`config.mk`:
```
export PLATFORM = sky130hd
export DESIGN_NAME = bp_update_sched
export DESIGN_NICKNAME = d
export VERILOG_FILES = /design/src/rtl/bp_update_sched.sv
export SDC_FILE = /design/constraint.sdc
export NUM_CORES = 1
export LEC_CHECK = 0
export ABC_CLOCK_PERIOD_IN_PS = 10320
export CELL_PAD_IN_SITES_DETAIL_PLACEMENT = 1
export CELL_PAD_IN_SITES_GLOBAL_PLACEMENT = 2
export CORE_MARGIN = 2
export CORE_UTILIZATION = 39
export DETAILED_ROUTE_END_ITERATION = 16
export GPL_TIMING_DRIVEN = 0
export MAX_ROUTING_LAYER = met4
export PLACE_DENSITY = 0.89
export SYNTH_ARGS = -nofsm -noshare
export SYNTH_HDL_FRONTEND = slang
export SYNTH_SLANG_ARGS = --single-unit
```
`constraint.sdc`:
```
create_clock -name clock -period 10.32 [get_ports clock]
set_input_delay 1.032 -clock clock [delete_from_list [all_inputs] [get_ports clock]]
set_output_delay 1.032 -clock clock [all_outputs]
set_load 0.01 [all_outputs]
```
`src/rtl/bp_update_sched.sv`:
```
// Branch-predictor update scheduler: sweeps the BHT/BTB with clears after reset, then
// queues up to NUM_SUPER resolved branches per cycle and drains one table write per cycle.
module bp_update_sched #(
  parameter int NUM_SUPER       = 2,
  parameter int NUM_BH_IDX_BITS = 4,
  parameter int QUEUE_DEPTH     = 4
) (
  input  logic                           clock,
  input  logic                           reset,
  input  logic [NUM_SUPER-1:0]           fu_br_valid,
  input  logic [NUM_SUPER-1:0][63:0]     fu_br_pc,
  input  logic [NUM_SUPER-1:0]           fu_br_taken,
  input  logic [NUM_SUPER-1:0][63:0]     fu_br_target,
  input  logic                           squash,
  output logic                           fu_stall,
  output logic                           upd_valid,
  output logic                           upd_clear,
  output logic [NUM_BH_IDX_BITS-1:0]     upd_idx,
  output logic                           upd_taken,
  output logic [63:0]                    upd_target,
  output logic                           init_busy,
  output logic                           overflow_err
);

  localparam int PTR_W = (QUEUE_DEPTH > 1) ? $clog2(QUEUE_DEPTH) : 1;
  localparam int CNT_W = PTR_W + 1;

  typedef enum logic {ST_INIT = 1'b0, ST_RUN = 1'b1} state_t;

  state_t                       state_r;
  logic [NUM_BH_IDX_BITS-1:0]   init_idx_r;
  logic [PTR_W-1:0]             head_r;
  logic [PTR_W-1:0]             tail_r;
  logic [CNT_W-1:0]             count_r;
  logic                         overflow_r;

  logic [NUM_BH_IDX_BITS-1:0]   q_idx_r    [QUEUE_DEPTH];
  logic                         q_taken_r  [QUEUE_DEPTH];
  logic [63:0]                  q_target_r [QUEUE_DEPTH];

  logic                         pop_s;
  logic [CNT_W-1:0]             free_s;
  logic [CNT_W-1:0]             acc_s;
  logic                         drop_s;
  logic [NUM_SUPER-1:0]         lane_acc_s;
  logic [PTR_W-1:0]             lane_slot_s [NUM_SUPER];
  logic                         unused_s;

  // Only the index field of each PC reaches the tables.
  assign unused_s = ^fu_br_pc;

  assign pop_s  = (state_r == ST_RUN) && (count_r != {CNT_W{1'b0}});
  assign free_s = CNT_W'(QUEUE_DEPTH) - count_r + CNT_W'(pop_s);

  // Compress valid lanes onto consecutive tail slots, lowest lanes first, up to free space.
  always_comb begin
    acc_s  = {CNT_W{1'b0}};
    drop_s = 1'b0;
    lane_acc_s = {NUM_SUPER{1'b0}};
    for (int i = 0; i < NUM_SUPER; i++) begin
      lane_slot_s[i] = {PTR_W{1'b0}};
    end
    for (int i = 0; i < NUM_SUPER; i++) begin
      if ((state_r == ST_RUN) && !squash && fu_br_valid[i]) begin
        if (acc_s < free_s) begin
          lane_acc_s[i]  = 1'b1;
          lane_slot_s[i] = tail_r + acc_s[PTR_W-1:0];
          acc_s          = acc_s + CNT_W'(1);
        end else begin
          drop_s = 1'b1;
        end
      end else begin
        lane_acc_s[i] = 1'b0;
      end
    end
  end

  // Control state: init sweep, queue pointers, occupancy and sticky overflow.
  always_ff @(posedge clock or posedge reset) begin
    if (reset) begin
      state_r    <= ST_INIT;
      init_idx_r <= {NUM_BH_IDX_BITS{1'b0}};
      head_r     <= {PTR_W{1'b0}};
      tail_r     <= {PTR_W{1'b0}};
      count_r    <= {CNT_W{1'b0}};
      overflow_r <= 1'b0;
    end else begin
      case (state_r)
        ST_INIT: begin
          init_idx_r <= init_idx_r + NUM_BH_IDX_BITS'(1);
          if (init_idx_r == {NUM_BH_IDX_BITS{1'b1}}) begin
            state_r <= ST_RUN;
          end else begin
            state_r <= ST_INIT;
          end
        end
        ST_RUN: begin
          if (squash) begin
            head_r  <= {PTR_W{1'b0}};
            tail_r  <= {PTR_W{1'b0}};
            count_r <= {CNT_W{1'b0}};
          end else begin
            head_r  <= head_r + PTR_W'(pop_s);
            tail_r  <= tail_r + acc_s[PTR_W-1:0];
            count_r <= count_r + acc_s - CNT_W'(pop_s);
            if (drop_s) begin
              overflow_r <= 1'b1;
            end else begin
              overflow_r <= overflow_r;
            end
          end
        end
        default: begin
          state_r <= ST_INIT;
        end
      endcase
    end
  end

  // Queue storage; entries are only read once counted in, so no reset is needed.
  always_ff @(posedge clock) begin
    for (int i = 0; i < NUM_SUPER; i++) begin
      if (lane_acc_s[i]) begin
        q_idx_r[lane_slot_s[i]]    <= fu_br_pc[i][NUM_BH_IDX_BITS+1:2];
        q_taken_r[lane_slot_s[i]]  <= fu_br_taken[i];
        q_target_r[lane_slot_s[i]] <= fu_br_target[i];
      end
    end
  end

  // Table write port and FU back-pressure; forced quiet while reset is held.
  always_comb begin
    fu_stall   = 1'b1;
    upd_valid  = 1'b0;
    upd_clear  = 1'b0;
    upd_idx    = {NUM_BH_IDX_BITS{1'b0}};
    upd_taken  = 1'b0;
    upd_target = 64'h0;
    init_busy  = 1'b0;
    if (reset) begin
      fu_stall = 1'b1;
    end else begin
      case (state_r)
        ST_INIT: begin
          upd_valid = 1'b1;
          upd_clear = 1'b1;
          upd_idx   = init_idx_r;
          init_busy = 1'b1;
          fu_stall  = 1'b1;
        end
        ST_RUN: begin
          upd_valid  = pop_s;
          upd_idx    = q_idx_r[head_r];
          upd_taken  = q_taken_r[head_r];
          upd_target = q_target_r[head_r];
          fu_stall   = (count_r > CNT_W'(QUEUE_DEPTH - NUM_SUPER));
        end
        default: begin
          fu_stall = 1'b1;
        end
      endcase
    end
  end

  assign overflow_err = overflow_r;

endmodule

```
==> results.toml, run 1 <==
[status]
outcome = "complete, no violations"

[layout]
final_layout_size_suffix_gt1_frac = 0.378
final_cell_mix = "276 x edfxtp_1, 265 x mux2_2, 216 x clkdlybuf4s50_1"
layoutNonFillerInstCount = 1622
stdcell_area_um2 = 18600
final_nets = 1387
area_growth_pct = 27.0
final_common_cell = "edfxtp_1"

[sta]
period_needed_ns = 4.80
slew_viol_final = 0
final-setup-viol-count = 0
setup_tns_ns = 0
finClkSkew_ns = 0.0224
fin_crit_sh = 0.465
max_freq_ghz = 0.208
worst_pin_slew_ns = 1.24
rsz0062_at_grt = "false"
hold_ws_ns = 0.479
max_slew_margin = 0.174
hold_violations = 0

[drt]
wl_um = 41000
drt_iter0_drc = 442
avgViaCountPerCell = 5.50
route.detailed.drc = 0
first_pass_iters = 5
ant_nets = 0
wl_per_cell_um = 25.3
via_count = 8924

[cts]
cts.clk_slew.worst_paths_ns = 0.06
clock-sinks = 289
htreeDepth = 1
postCtsSetupBuffers = 0
cts_buffers = 31
cts_tree = "yes"
cts_hold_buffers = 0
cts-root-buf = "clkbuf_16"
clockBufferDepth = 3
clkLatencyLatePin_ns = 0.57
post_cts_resized = 0

[place]
port_buffers = 216
gp_congestion = 0.764
dp_hpwl_um = 27600
postPlaceCellArea_um2 = 17700
placed_cells = 1557

[worst_setup_path]
cp_max_fo = 22
worst_ep_arrival_time_ns = 3.77
max_stage_delay_ns = 0.94
path_cells = "clkdlybuf4s50_1 -> inv_1 -> clkbuf_1 -> and3_1 -> clkdlybuf4s50_1"
worstPathRequired_ns = 9.29
critPathLaunchType = "input port"
crit_top_cell = "clkdlybuf4s50_1"
slowest_stage = "clkbuf_1"
end_kind = "primary output"
critPathKind = "input port to primary output"

[global_route]
grtUsageTotal = 0.218
grt_pass1_wl_um = 61500
grt_pass1_vias = 9926
grt_max_degree = 37
overflow = 0
antenna_found_initial = 6

[synth]
yosysSeqAreaShare = 0.587
ys_warn_count = 0
syn_area_per_cell_um2 = 17.1
synth-edff-count = 276
syn-cell-area_um2 = 14700
async_flop_share = 0.0450
synth-seq-cells = 289
ys.flop_type = "edfxtp_1"
synth_cell_types = 40
synth_cells = 859
synthesis.nets = 1130

[pwr]
vdd_drop_max_v = 0.000135
p_leak_nw = 6.35
pwr_density_cell_nw_per_um2 = 204
total_power_mw = 3.80

[worst_hold_path]
min_path_type = "register to register"

[die]
core-area_um2 = 37300
die_h_um = 198
start_util = 0.393
row_count = 71
dieArea_um2 = 39200
fp.dieW_um = 198
ios = 337

[flow_run]
drv_cap = 0
==> flip-flops by register name, indices dropped and copies added, names as in the netlist <==
| name | cells |
|---|---|
| count_r | 3 |
| head_r | 2 |
| init_idx_r | 4 |
| overflow_err | 1 |
| q_idx_r | 16 |
| q_taken_r | 4 |
| q_target_r | 256 |
| state_r | 1 |
| tail_r | 2 |
==> synthesized netlist by cell type, drive strengths merged, types with 2 or more instances <==
master	instances	share of area
ha	7	0.0060
nand2	11	0.0028
a31o	3	0.0018
nor2b	3	0.0013
clkbuf	25	0.0064
mux2	277	0.21
a21oi	4	0.0016
mux2i	4	0.0027
o21ai	8	0.0027
nor3	2	0.00068
inv	10	0.0026
edfxtp	276	0.57
buf	40	0.017
nand3	4	0.0014
dfrtp	13	0.022
o22ai	3	0.0013
o21bai	2	0.0010
nand2b	2	0.00085
xnor2	6	0.0036
and3	67	0.029
nor2	9	0.0023
mux4	69	0.11
==> critical path, delay by kind of cell <==
family	cells	cell delay, ns
and+or+nand+nor	1	0.32
buffers and inverters	4	2.40
==> final timing paths <==
| path | from | end | slack, ns | cells after the start |
|---|---|---|---|---|
| max | reset | upd_target[57] | 5.52 | 5 |
| min reg2reg | overflow_err | overflow_err | 0.48 | 1 |
| max reg2reg | state_r | q_target_r[1][25] | 6.50 | 14 |
| min in group asynchronous | reset | init_idx_r[0] | 1.71 | 3 |
| max in group asynchronous | reset | overflow_err | 7.88 | 3 |
| min | overflow_err | overflow_err | 0.48 | 1 |
==> kinds of logic after synthesis <==
family | share of synthesized area
multiplexers | 0.321
buffers and inverters | 0.0263
XOR/XNOR | 0.00418
AND/OR/NAND/NOR | 0.0400
AO/OA/AOI/OAI | 0.0136
adder cells (fa/ha/maj) | 0.00734
flip-flops | 0.587
==> through the flow <==
| stage | setup slack (ns) | util |
|---|---|---|
| 2_1_floorplan | 3.31 | - |
| 3_3_place_gp | -2.12 | 0.467 |
| 3_5_place_dp | 5.40 | 0.473 |
| 4_1_cts | 5.41 | 0.499 |
| 5_1_grt | 5.29 | 0.499 |
| 6_report | 5.52 | 0.499 |
==> per-layer routing <==
layer | track usage | vias up | share of wire
met2 | 0.368 | 248 | 0.51
met3 | 0.0337 | 41 | 0.052
met1 | 0.280 | 4649 | 0.42
met5 | - | - | 0
li1 | - | 3986 | -
met4 | 0.0459 | 0 | 0.018
==> layout make-up <==
cell class / count / area (um2)
antenna: 7 / 17.5
buffer: 65 / 348
clock buffer: 36 / 795
clock inverter: 22 / 154
fill: 3569 / 18700
inverter: 10 / 37.5
multi-input combinational: 495 / 5710
sequential: 289 / 8610
tap: 474 / 593
timing repair buffer: 224 / 2360
==> power by group <==
part / switching (mW) / internal, mW / leakage (nW)
sequential: 0.0426 / 1.48 / 2.69
clock: 0.459 / 0.597 / 0.468
combinational: 0.578 / 0.649 / 3.19
total: 1.08 / 2.72 / 6.35
Power figures use the tool's default switching activity.
==> run 2, diff against run 1 <==
- ABC_CLOCK_PERIOD_IN_PS: 10320 -> 4850
- CORE_UTILIZATION: 39 -> 36
- PLACE_DENSITY: 0.89 -> 0.84
- clock period: 10.32 -> 4.85 ns (I/O delays scaled with it)
==> run 2 against run 1 <==
Non-clock buffer count stayed put. Flip-flop and latch count unchanged. Global-route usage shrank 1.1 points. Worst hold slack gained 0.0053 ns. Final area rose by 0.49%. Critical path depth grew 8. Die area rose by 8.2%. Clock skew shrank 0.0096 ns. Total power grew 120%. Worst setup slack worse by 4.4 ns. Count of clock-buffer cells in the layout is 8 higher. Combinational power increased by 110%. Critical path type is now register to register.
==> results.toml, run 2 (same netlist as run 1, synthesis figures left out) <==
[sta]
fin_crit_sh = 0.775
worst_pin_slew_ns = 1.19
hold_violations = 0
max_freq_ghz = 0.266
finClkSkew_ns = 0.0129
slew_viol_final = 0
hold_ws_ns = 0.484
rsz0062_at_grt = "false"
period_needed_ns = 3.76
final-setup-viol-count = 0
setup_tns_ns = 0
max_slew_margin = 0.205

[global_route]
grt_pass1_wl_um = 62700
grtUsageTotal = 0.206
grt_max_degree = 42
grt_pass1_vias = 9830
antenna_found_initial = 5
overflow = 0

[worst_setup_path]
crit_end = "q_target_r[3][27]"
rrSetupSlack_ns = 1.09
critPathKind = "register to register"
rr_worst_depth = 13
worstPathRequired_ns = 5.11
end_kind = "register"
cp_max_fo = 20
worst_ep_arrival_time_ns = 4.02
r2r_start = "state_r"
worstSetupStartpoint = "state_r"
critPathLaunchType = "register"
r2r-end = "q_target_r[3][27]"

[cts]
post_cts_resized = 0
cts_tree = "yes"
clock-sinks = 289
htreeDepth = 2
clkLatencyLatePin_ns = 0.52
postCtsSetupBuffers = 0
cts-root-buf = "clkbuf_16"
clockBufferDepth = 3
cts_buffers = 35
cts.clk_slew.worst_paths_ns = 0.06
cts_hold_buffers = 0

[drt]
wl_per_cell_um = 25.1
wl_um = 41900
first_pass_iters = 5
drt_iter0_drc = 479
via_count = 8876
route.detailed.drc = 0
avgViaCountPerCell = 5.31
ant_nets = 0

[die]
ios = 337
core-area_um2 = 40000
die_h_um = 206
fp.dieW_um = 206
dieArea_um2 = 42400
row_count = 73
start_util = 0.367

[layout]
final_common_cell = "edfxtp_1"
final_layout_size_suffix_gt1_frac = 0.379
final_cell_mix = "276 x edfxtp_1, 265 x mux2_2, 216 x clkdlybuf4s50_1"
area_growth_pct = 27.6
largest_reg_flops = 256
final_nets = 1391
layoutNonFillerInstCount = 1671

[pwr]
power_frac_clock = 0.287
p_switching_mw = 2.33
total_power_mw = 8.19
combPwrFrac = 0.317
p_leak_nw = 6.36
pwr-share-seq = 0.395
vdd_drop_max_v = 0.000232
internal-power_mw = 5.85
switching_share = 0.285
pwr_density_cell_nw_per_um2 = 437

[worst_hold_path]
min_path_type = "register to register"

[place]
gp_congestion = 0.762
placed_cells = 1608
port_buffers = 216
dp_hpwl_um = 27700

[status]
outcome = "complete, no violations"

[flow_run]
drv_cap = 0
==> run 2: worst min path at each step <==
| stage | from | cells past startpoint | to |
|---|---|---|---|
| finish | overflow_err | 1 | overflow_err |
| global route | overflow_err | 1 | overflow_err |
| CTS | overflow_err | 1 | overflow_err |
| detailed placement | overflow_err | 1 | overflow_err |
| global placement | overflow_err | 1 | overflow_err |
| floorplan | init_idx_r[3] | 1 | init_idx_r[3] |
==> run 2: layout make-up <==
cell class | instances | area, um2
Tap cell | 525 | 657
Inverter | 10 | 37.5
Clock buffer | 44 | 920
Sequential cell | 289 | 8610
Timing Repair Buffer | 224 | 2350
Buffer | 65 | 348
Antenna cell | 5 | 12.5
Multi-Input combinational cell | 495 | 5710
Fill cell | 3942 | 21300
Clock inverter | 14 | 68.8
==> run 2: power by group through the flow <==
stage | registers [mW] | clock network, mW | logic (mW)
after CTS | 3.24 | 2.40 | 2.65
final | 3.24 | 2.35 | 2.60
after global routing | 3.27 | 2.48 | 2.81
after detailed placement | 3.29 | 0 | 2.64
after floorplan | 3.26 | 0 | 1.57
after global placement | 3.30 | 0 | 2.54
==> run 2: metrics by stage <==
stage / area [um2] / util / setup slack, ns
after floorplan: 14700 / - / 1.00
after global placement: 17500 / 0.437 / -1.07
after detailed placement: 17700 / 0.443 / 0.795
after CTS: 18700 / 0.468 / 1.05
after global routing: 18700 / 0.468 / 0.862
final: 18700 / 0.468 / 1.09
==> run 2: worst max-delay path, stage by stage (launching register included) <==
cell and delay (ns):
dfrtp_1 0.35, buf_2 0.17, nor2b_1 0.18, inv_1 0.09
ha_1 0.21, xor2_1 0.20, nor3_1 0.44, a21oi_2 0.17
nand3_1 0.48, buf_2 0.50, o21ai_4 0.14, buf_12 0.20
buf_16 0.17, buf_12 0.18
==> run 2: routing by layer <==
layer | wire length (um) | up-vias | GRT usage
met5 | 0 | - | -
met4 | 500 | 0 | 0.0355
met3 | 2370 | 38 | 0.0419
met2 | 21100 | 227 | 0.345
met1 | 17900 | 4621 | 0.265
li1 | - | 3990 | -
